[src/rtl/usb_mux_pkg.sv]
// Shared types and constants for the FT245 upstream TX arbiter.
package usb_mux_pkg;

  typedef enum logic [1:0] {
    IDLE = 2'd0,
    HDR  = 2'd1,
    DATA = 2'd2
  } state_t;

  typedef logic ch_t;

  localparam logic [7:0] HDR_BASE_DEFAULT = 8'hC0;

endpackage

[src/rtl/rr_pick2.sv]
// Two-requester round-robin picker; favours the channel that did not go last.
module rr_pick2
  import usb_mux_pkg::*;
(
  input  logic [1:0] req_i,
  input  ch_t        last_ch_i,
  input  logic       last_valid_i,
  output ch_t        pick_o,
  output logic       any_o
);

  always_comb begin
    any_o  = |req_i;
    pick_o = 1'b0;
    case (req_i)
      2'b01:   pick_o = 1'b0;
      2'b10:   pick_o = 1'b1;
      2'b11:   pick_o = last_valid_i ? ~last_ch_i : 1'b0;
      default: pick_o = 1'b0;
    endcase
  end

endmodule

[src/rtl/usb_tx_arbiter.sv]
// Burst arbiter sharing the FT245 upstream byte path between two show-ahead TX FIFOs,
// inserting a channel header byte whenever the granted channel changes.
module usb_tx_arbiter
  import usb_mux_pkg::*;
#(
  parameter int         MAX_BURST = 64,
  parameter logic [7:0] HDR_BASE  = HDR_BASE_DEFAULT
) (
  input  logic       CLK,
  input  logic       RST_ASYNC,
  input  logic       CH0_EMPTY,
  input  logic [7:0] CH0_Q,
  output logic       CH0_RDREQ,
  input  logic       CH1_EMPTY,
  input  logic [7:0] CH1_Q,
  output logic       CH1_RDREQ,
  output logic       OUT_EMPTY,
  output logic [7:0] OUT_Q,
  input  logic       OUT_RDREQ,
  output logic       GRANT_VALID,
  output logic       GRANT_CH
);

  localparam int CW = $clog2(MAX_BURST + 1);
  localparam logic [CW-1:0] BURST_LIMIT = CW'(MAX_BURST);

  state_t        state_q;
  ch_t           grant_ch_q;
  ch_t           last_ch_q;
  logic          last_valid_q;
  logic [CW-1:0] burst_cnt_q;
  logic [CW-1:0] burst_cnt_d;

  ch_t           pick;
  logic          any;
  logic          sel_empty;
  logic [7:0]    sel_q;
  logic          pop;

  rr_pick2 u_pick (
    .req_i       ({~CH1_EMPTY, ~CH0_EMPTY}),
    .last_ch_i   (last_ch_q),
    .last_valid_i(last_valid_q),
    .pick_o      (pick),
    .any_o       (any)
  );

  // Output port looks like a show-ahead FIFO: purely combinational from state and the granted FIFO.
  always_comb begin
    sel_empty   = grant_ch_q ? CH1_EMPTY : CH0_EMPTY;
    sel_q       = grant_ch_q ? CH1_Q : CH0_Q;
    pop         = (state_q == DATA) && OUT_RDREQ && !sel_empty;
    burst_cnt_d = burst_cnt_q + CW'(1);
    CH0_RDREQ   = pop && !grant_ch_q;
    CH1_RDREQ   = pop && grant_ch_q;
    GRANT_VALID = (state_q != IDLE);
    GRANT_CH    = grant_ch_q;
    OUT_EMPTY   = 1'b1;
    OUT_Q       = 8'h00;
    case (state_q)
      HDR: begin
        OUT_EMPTY = 1'b0;
        OUT_Q     = HDR_BASE | {7'd0, grant_ch_q};
      end
      DATA: begin
        OUT_EMPTY = sel_empty;
        OUT_Q     = sel_q;
      end
      default: ;
    endcase
  end

  always_ff @(posedge CLK or posedge RST_ASYNC) begin
    if (RST_ASYNC) begin
      state_q      <= IDLE;
      grant_ch_q   <= 1'b0;
      last_ch_q    <= 1'b0;
      last_valid_q <= 1'b0;
      burst_cnt_q  <= '0;
    end else begin
      case (state_q)
        IDLE: begin
          if (any) begin
            grant_ch_q  <= pick;
            burst_cnt_q <= '0;
            state_q     <= (!last_valid_q || (pick != last_ch_q)) ? HDR : DATA;
          end
        end
        HDR: begin
          if (OUT_RDREQ) begin
            last_ch_q    <= grant_ch_q;
            last_valid_q <= 1'b1;
            state_q      <= DATA;
          end
        end
        DATA: begin
          // An empty FIFO ends the burst early so the other channel can be served.
          if (pop) begin
            burst_cnt_q <= burst_cnt_d;
            if (burst_cnt_d == BURST_LIMIT) state_q <= IDLE;
          end else if (sel_empty) begin
            state_q <= IDLE;
          end
        end
        default: state_q <= IDLE;
      endcase
    end
  end

endmodule

[config.mk]
export PLATFORM = sky130hd
export DESIGN_NAME = usb_tx_arbiter
export DESIGN_NICKNAME = d
export VERILOG_FILES = /design/src/rtl/usb_mux_pkg.sv /design/src/rtl/rr_pick2.sv /design/src/rtl/usb_tx_arbiter.sv
export SDC_FILE = /design/constraint.sdc
export NUM_CORES = 1
export LEC_CHECK = 0
export CAP_MARGIN = 20
export CORE_AREA = 5 5 52 54
export CTS_BUF_LIST = sky130_fd_sc_hd__clkbuf_4
export DETAILED_ROUTE_END_ITERATION = 10
export DIE_AREA = 0 0 57 59
export PLACE_DENSITY = 0.79
export SYNTH_ARGS = -nofsm -noshare
export SYNTH_HDL_FRONTEND = slang
export SYNTH_SLANG_ARGS = --single-unit
[constraint.sdc]
create_clock -name CLK -period 2.2 [get_ports CLK]
set_input_delay 0.22 -clock CLK [delete_from_list [all_inputs] [get_ports CLK]]
set_output_delay 0.22 -clock CLK [all_outputs]
set_load 0.05 [all_outputs]
After elaboration in Yosys (flattened, before gate mapping)
Cells that the tools add are included.

operators by class
  add/subtract/negate cells = 1
  multiply operators = 0
  divide/modulo/power cells = 0
  order comparisons = 0
  equal/unequal tests = 11
  shift operators = 0
  muxes and demuxes = 16
  bitwise gates (word level) = 3
  reduce and logical (&&, ||, !) cells = 16

operators with widths
  cell                                                                     count
  8-bit one-hot mux with 2 select lines                                    1
  7-bit 2-to-1 mux                                                         2
  7-bit one-hot mux with 2 select lines                                    1
  2-bit 2-to-1 mux                                                         6
  8-bit 2-to-1 mux                                                         1
  7-bit by 1-bit adder with 7-bit output, second input constant            1
  7-bit == test, second input constant                                     1
  2-bit == test, second input constant                                     3
  2-bit inequality test, second input constant                             3
  2-bit one-hot mux with 3 select lines                                    1
  1-bit logical AND                                                        4
  1-bit one-hot mux with 2 select lines                                    2
  2-bit AND reduction                                                      2
  4-bit AND reduction                                                      1
  2-bit nonzero test                                                       2
  1-bit zero test                                                          3
  3-bit by 2-bit inequality test with 1-bit output, second input constant  1
  3-bit inequality test, second input constant                             1
  1-bit NOT                                                                3
  3-bit AND reduction                                                      1
  2-bit by 1-bit == test with 1-bit output, second input constant          1
  2-bit zero test                                                          1
  1-bit 2-to-1 mux                                                         2
  2-bit OR reduction                                                       1
  other kinds (2)                                                          2

storage, ports and cells
  bits in registers = 12
  latch bits = 0
  RAM bits = 0
  bits in read-only memories = 0
  memories = 0

Longest topological paths before layout
Gate-level depths: netlist (run 1).

  depth after elaboration = 8
  gate-level depth with buffers = 7

Cells and area by module
Synthesis (run 1) repeated with hierarchy kept, for this count alone.

unflattened totals
  cell total of the unflattened synthesis = 111
  area, all modules = 940.9 µm²

modules (own cells, without submodules)
  module          times used  cells an instance  area an instance (µm²)
  usb_tx_arbiter  1           108                920.9
  rr_pick2        1           3                  20.0

Worst setup path before layout (run 1)
No wires, ideal clock.

  kind = register -> output
  start = register grant_ch_q (netlist: GRANT_CH)
  end = output CH0_RDREQ
  arrival time = 1977 ps
  data required time = 1980 ps
  path slack = 3 ps
  cell stages (with the launch flop) = 5
  path through = dfrtp_1 -> buf_6 -> mux2_4 -> nand3b_4 -> nor2_1

between the ends
  word-level cells in the longest chain between the ends = 4
  elaborated cells on any way between the ends = 5

RTL lines
  what                      line                  text
  start: declaration        usb_tx_arbiter.sv:28  ch_t grant_ch_q;
  start signal: assignment  usb_tx_arbiter.sv:84  grant_ch_q <= pick;
  1-bit 2-to-1 mux          usb_tx_arbiter.sv:50  sel_empty = grant_ch_q ? CH1_EMPTY : CH0_EMPTY;
  1-bit zero test           usb_tx_arbiter.sv:52  pop = (state_q == DATA) && OUT_RDREQ && !sel_empty;
  1-bit logical AND         usb_tx_arbiter.sv:52
  1-bit logical AND *       usb_tx_arbiter.sv:54  CH0_RDREQ = pop && !grant_ch_q;
  end: declaration          usb_tx_arbiter.sv:13  output logic CH0_RDREQ,

Every way passes the cells marked *; elsewhere a longest branch is shown, timed or not.

Worst setup path after layout (run 1)
Same ends and word-level chain as after synthesis.

==> impl_metrics.toml, run 1 <==
[final_layout]
nets = 164
final_common_cell = "clkdlybuf4s50_1"
final_cell_mix = "clkdlybuf4s50_1 (20), dfrtp_1 (12), mux2i_1 (12), inv_1 (8), buf_12 (8)"
fillers = 199
multi_input_area_um2 = 603
num_antenna_cells = 0
drive_gt1_share_pct = 18.1
stdcell_area_mm2 = 0.00141
syn_to_final_growth_pct = 48.4
fin_util_pct = 65.1
regArea_um2 = 300

[floorplanning]
die_x_um = 57
fp.dieH_um = 59
core-area_mm2 = 0.00217
ios = 34
placementRows = 17
dieArea_mm2 = 0.00336
initial_core_util_pct = 43.9

[clock_tree]
worstSkewPairLatency_ps = 280
clkTransAtPathRegs_ps = 90
ctsResizeCount = 0
postCtsHoldBufs = 0
cts.sinks = 12
postCtsSetupRepairBufs = 0
cts_root_buf = "clkbuf_4"
cts.path.max_buffers = 2
cts_tree = "done"
cts_buffers = 3
htreeDepth = 1

[drt]
wl_met2_um = 1440
met3_length_um = 76
viasPerCell = 5.56
via_count = 923
drt_iter0_markers = 23
drc = 0
ant_nets = 0
drtPass1Iterations = 4
met1_length_um = 1050
finalWirelength_um = 2580
top_layer_used = "met4"
wl_per_cell_um = 15.5

[timing]
setup_viol = 0
slew_violations = 0
max_slew_margin_pct = 66.4
fmax_ghz = 0.486
min_period_ps = 2060
finalCritPeriodShare_pct = 93.5
tightest_slew_ps = 503
fin_skew_ps = 5.34
final_hold_viol_count = 0
grt_setup_unrepaired = "false"
finalSetupTns_ps = 0

[setup_path]
worstPathRequired_ps = 1980
crit_slowest_cell = "dfrtp_1"
reg2reg_to = "burst_cnt_q[6]$_DFFE_PP0P_"
worstSetupPathType = "flop to primary output"
cp-start-kind = "flop"
reg2reg_from = "GRANT_CH$_DFFE_PP0P_"
rr_worst_depth = 5
path_buf_inv = 1
endpoint_kind = "primary output"
cp.arrival_ps = 1840
crit_start = "GRANT_CH$_DFFE_PP0P_"
ff2ff_setup_slack_ps = 450
crit_family = "flip-flops"
crit_chain = "mux2_4 > nand3b_4 > nor2_1 > buf_12"
critPathMaxFanout = 9
cpPeakStageDelay_ps = 600

[grt]
grt_pass1_wl_um = 4490
grt_max_degree = 13
grt_usage_pct = 16.9
grt_pass1_vias = 970
grt_overflow = 0
antenna_found_initial = 0

[pwr]
ir_drop_mv = 0.977
switching_share_pct = 49.2
clkPwrFrac_pct = 8.5
total_power_uw = 1770
seqPwrFrac_pct = 18.7
intPower_uw = 900
power.leakage_uw = 0.000669
p_switching_uw = 873
combinationalPowerShare_pct = 72.8
power.density_mw_per_mm2 = 1260

[synthesis]
ys_types = 31
synth-edff-count = 0
async_flop_share_pct = 100
synth.area.mux_share_pct = 17.0
syn_area_um2 = 952
synth-compound-area-share_pct = 17.6
yosys_warnings = 0
synth_top_family_by_area = "simple AND/OR/NAND/NOR gates"
avgSynthCellArea_um2 = 9.33
synth_xor_area_share_pct = 0
yosys.area_share.simple_pct = 23.3
synth_flop_cell = "dfrtp_1"
seq_area_frac_synth_pct = 31.5
ys_ff_latch = 12
synthesis.nets = 127
synth_adder_area_share_pct = 5.26
synthCells = 102

[place]
hpwl_um = 2050
port_buffers = 33
dpl_cell_area_mm2 = 0.00138
globalplace.congestion = 0.824

[job]
cap_violations = 0

[run_status]
status = "complete, no violations"

[worst_hold_path]
holdCritPathClass = "primary input to async pin"
[metal layers]
layer / up-vias / GRT usage [%]
met5: - / 0
met4: 0 / 3.97
met3: 2 / 2.83
met2: 18 / 31.6
met1: 457 / 20.1
li1: 446 / -
[worst max-delay path by stage]
stage                      endpoint  slack [ps]  depth (start not counted)
after floorplan           CH0_RDREQ           3                          4
after global placement    CH0_RDREQ         380                          5
after detailed placement  CH1_RDREQ         350                          6
after CTS                 CH1_RDREQ          40                          6
after global routing      CH1_RDREQ          10                          6
final                     CH0_RDREQ         140                          4
[through the flow]
step           setup slack (ps)  hold slack, ps  instances
5_1_grt                    13.2             314        166
3_5_place_dp                351             515        162
2_1_floorplan              2.65            84.7        102
4_1_cts                    37.1             258        166
3_3_place_gp                381             506        162
6_report                    144             245        166
[final cells by class]
type                            count  area share [%]
Tap cell                           28            2.48
Clock inverter                      1           0.266
Timing Repair Buffer               35            29.6
Clock buffer                        3            1.59
Inverter                            8            2.13
Sequential cell                    12            21.3
Multi-Input combinational cell     79            42.7
[synthesized netlist by cell type, drive strengths merged (4+ instances only)]
master  instances  area [um^2]
a21o            5         37.5
ha              4         50.1
nand3           6         30.0
nor2            7         28.8
nand2           5         18.8
mux2i          12          120
inv             8         30.0
a21oi           4         20.0
o21ai           6         30.0
dfrtp          12          300
and2            4         25.0
[sequential cells by signal (all words and copies together) (netlist names)]
| signal | count |
|---|---|
| GRANT_CH | 1 |
| last_valid_q | 1 |
| last_ch_q | 1 |
| state_q | 2 |
| burst_cnt_q | 7 |
[power by group through the flow]
stage,clock (uW),combinational (uW),sequential (uW)
floorplan,0,825,330
global placement,0,1260,326
detailed placement,0,1290,333
CTS,156,1300,329
global route,164,1380,336
finish,151,1290,331
[cell families (layout without fill, tap and decap cells)]
family | count (synthesis) | after routing
mux | 15 | 15
compound gates | 24 | 24
fa+ha+maj | 4 | 4
buf+inv | 11 | 47
flops | 12 | 12
simple gates | 36 | 36
No activity file was read; power rests on OpenSTA's default activity.
==> run 2, diff against run 1 <==
--- a/config.mk
+++ b/config.mk
@@ -6,11 +6,14 @@
 export NUM_CORES = 1
 export LEC_CHECK = 0
 export CAP_MARGIN = 20
-export CORE_AREA = 5 5 52 54
+export CORE_AREA = 5 5 48 50
 export CTS_BUF_LIST = sky130_fd_sc_hd__clkbuf_4
+export CTS_CLUSTER_DIAMETER = 100
 export DETAILED_ROUTE_END_ITERATION = 10
-export DIE_AREA = 0 0 57 59
-export PLACE_DENSITY = 0.79
+export DIE_AREA = 0 0 53 55
+export DONT_BUFFER_PORTS = 1
+export HOLD_SLACK_MARGIN = 0.12
+export PLACE_DENSITY = 0.68
 export SYNTH_ARGS = -nofsm -noshare
 export SYNTH_HDL_FRONTEND = slang
 export SYNTH_SLANG_ARGS = --single-unit
==> run 2 against run 1 <==
Compared with the run above:
- non-clock buffer count fell by 19
- core utilization fell by 4.6 points
- first-iteration DRC count fell by 52%
- routed wire length fell by 14%
- fmax rose by 4.0%
- critical endpoint is now CH1_RDREQ
- largest cell class unchanged
- largest power group unchanged
==> impl_metrics.toml, run 2 (synthesized netlist as in run 1, its figures left out) <==
[pwr]
power.density_mw_per_mm2 = 1340
ir_drop_mv = 1.09
power.leakage_uw = 0.000562

[final_layout]
largest_reg_flops = 7
stdcell_area_mm2 = 0.00113
nets = 145
final_cell_mix = "buf_4 (13), dfrtp_1 (12), mux2i_1 (12), inv_1 (8)"
num_antenna_cells = 0
top_regs = "burst_cnt_q x7, state_q x2"
drive_gt1_share_pct = 21.2
largest-register = "burst_cnt_q"
final_common_cell = "buf_4"
syn_to_final_growth_pct = 18.4

[floorplanning]
fp.dieH_um = 55
dieArea_mm2 = 0.00292
die_x_um = 53
ios = 34
core-area_mm2 = 0.00186
initial_core_util_pct = 51.1
placementRows = 16

[timing]
max_slew_margin_pct = 67.4
slew_violations = 0
tightest_slew_ps = 488
fmax_ghz = 0.506
min_period_ps = 1980
finalSetupTns_ps = 0
setup_viol = 0
finalCritPeriodShare_pct = 89.9
grt_setup_unrepaired = "false"
fin_skew_ps = 10.0
final_hold_viol_count = 0

[grt]
grt_usage_pct = 17.6
grt_overflow = 0
antenna_found_initial = 0
grt_max_degree = 13
grt_pass1_wl_um = 3670
grt_pass1_vias = 820

[drt]
drtPass1Iterations = 4
drc = 0
viasPerCell = 5.63
via_count = 816
drt_iter0_markers = 11
wl_per_cell_um = 15.2
ant_nets = 0
finalWirelength_um = 2210

[place]
port_buffers = 0
hpwl_um = 1730
globalplace.congestion = 0.791
dpl_cell_area_mm2 = 0.00108

[clock_tree]
cts_tree = "done"
cts_root_buf = "clkbuf_4"
postCtsSetupRepairBufs = 0
cts.sinks = 12
cts.path.max_buffers = 2
htreeDepth = 1
worstSkewPairLatency_ps = 280
clkTransAtPathRegs_ps = 60
cts_buffers = 3

[setup_path]
worstSetupPathType = "flop to primary output"
worstPathRequired_ps = 1980
critPathMaxFanout = 8
cp-start-kind = "flop"
cp.arrival_ps = 1760
endpoint_kind = "primary output"

[worst_hold_path]
holdCritPathClass = "primary input to flop"

[run_status]
status = "complete, no violations"

[job]
cap_violations = 0
[run 2: power by group]
| group | internal (uW) | leakage, uW | switching [uW] |
|---|---|---|---|
| clock | 63.5 | 0.0000138 | 72.1 |
| combinational | 395 | 0.000393 | 659 |
| sequential | 266 | 0.000155 | 57.0 |
| total | 724 | 0.000562 | 788 |
[run 2: metal layers]
| layer | up-vias | wire length, um | GRT usage [%] |
|---|---|---|---|
| li1 | 409 | - | - |
| met1 | 384 | 941 | 20.5 |
| met2 | 17 | 1120 | 30.0 |
| met3 | 6 | 87 | 4.02 |
| met4 | 0 | 58 | 10.2 |
| met5 | - | 0 | 0 |
[run 2: what timing repair did]
action	4_1_cts	5_1_grt
hold buffers	2	0
resized for setup	0	1
hold endpoints to repair	13	0
endpoints found under the setup margin	0	1
[run 2: worst paths after layout]
kind	startpoint	endpoint	slack, ps	cells after the start
setup / recovery	state_q[0]$_DFFE_PP0P_	CH1_RDREQ	220	6
min in group asynchronous	RST_ASYNC	burst_cnt_q[3]$_DFFE_PP0P_	380	2
setup reg to reg	GRANT_CH$_DFFE_PP0P_	burst_cnt_q[4]$_DFFE_PP0P_	510	5
hold / removal	OUT_RDREQ	last_valid_q$_DFFE_PP0P_	130	2
max in group asynchronous	RST_ASYNC	GRANT_CH$_DFFE_PP0P_	1500	2
hold reg to reg	burst_cnt_q[0]$_DFFE_PP0P_	burst_cnt_q[0]$_DFFE_PP0P_	520	1
[run 2: area by class of cell]
cell class | count | area [um^2]
timing repair buffer | 16 | 138
tap | 27 | 33.8
sequential | 12 | 300
inverter | 8 | 30.0
multi-input combinational | 79 | 603
fill | 170 | 734
clock buffer | 3 | 22.5
[run 2: stage by stage]
stage | worst slack, ps | util, % | hold slack (ps) | cells | power, uW
after floorplan | 2.65 | - | 84.7 | 102 | 1150
after global placement | 477 | 58.1 | 149 | 140 | 1360
after detailed placement | 393 | 58.1 | 155 | 140 | 1370
after CTS | 97.1 | 60.4 | 130 | 145 | 1510
after global routing | 98.1 | 60.6 | 158 | 145 | 1610
final | 222 | 60.6 | 131 | 145 | 1510
[run 2: worst max-delay path: stages, from the launching register on]
cell	delay [ps]
dfrtp_1	400
inv_1	90
ha_2	280
inv_1	150
nor3b_4	220
and2_1	190
buf_12	140
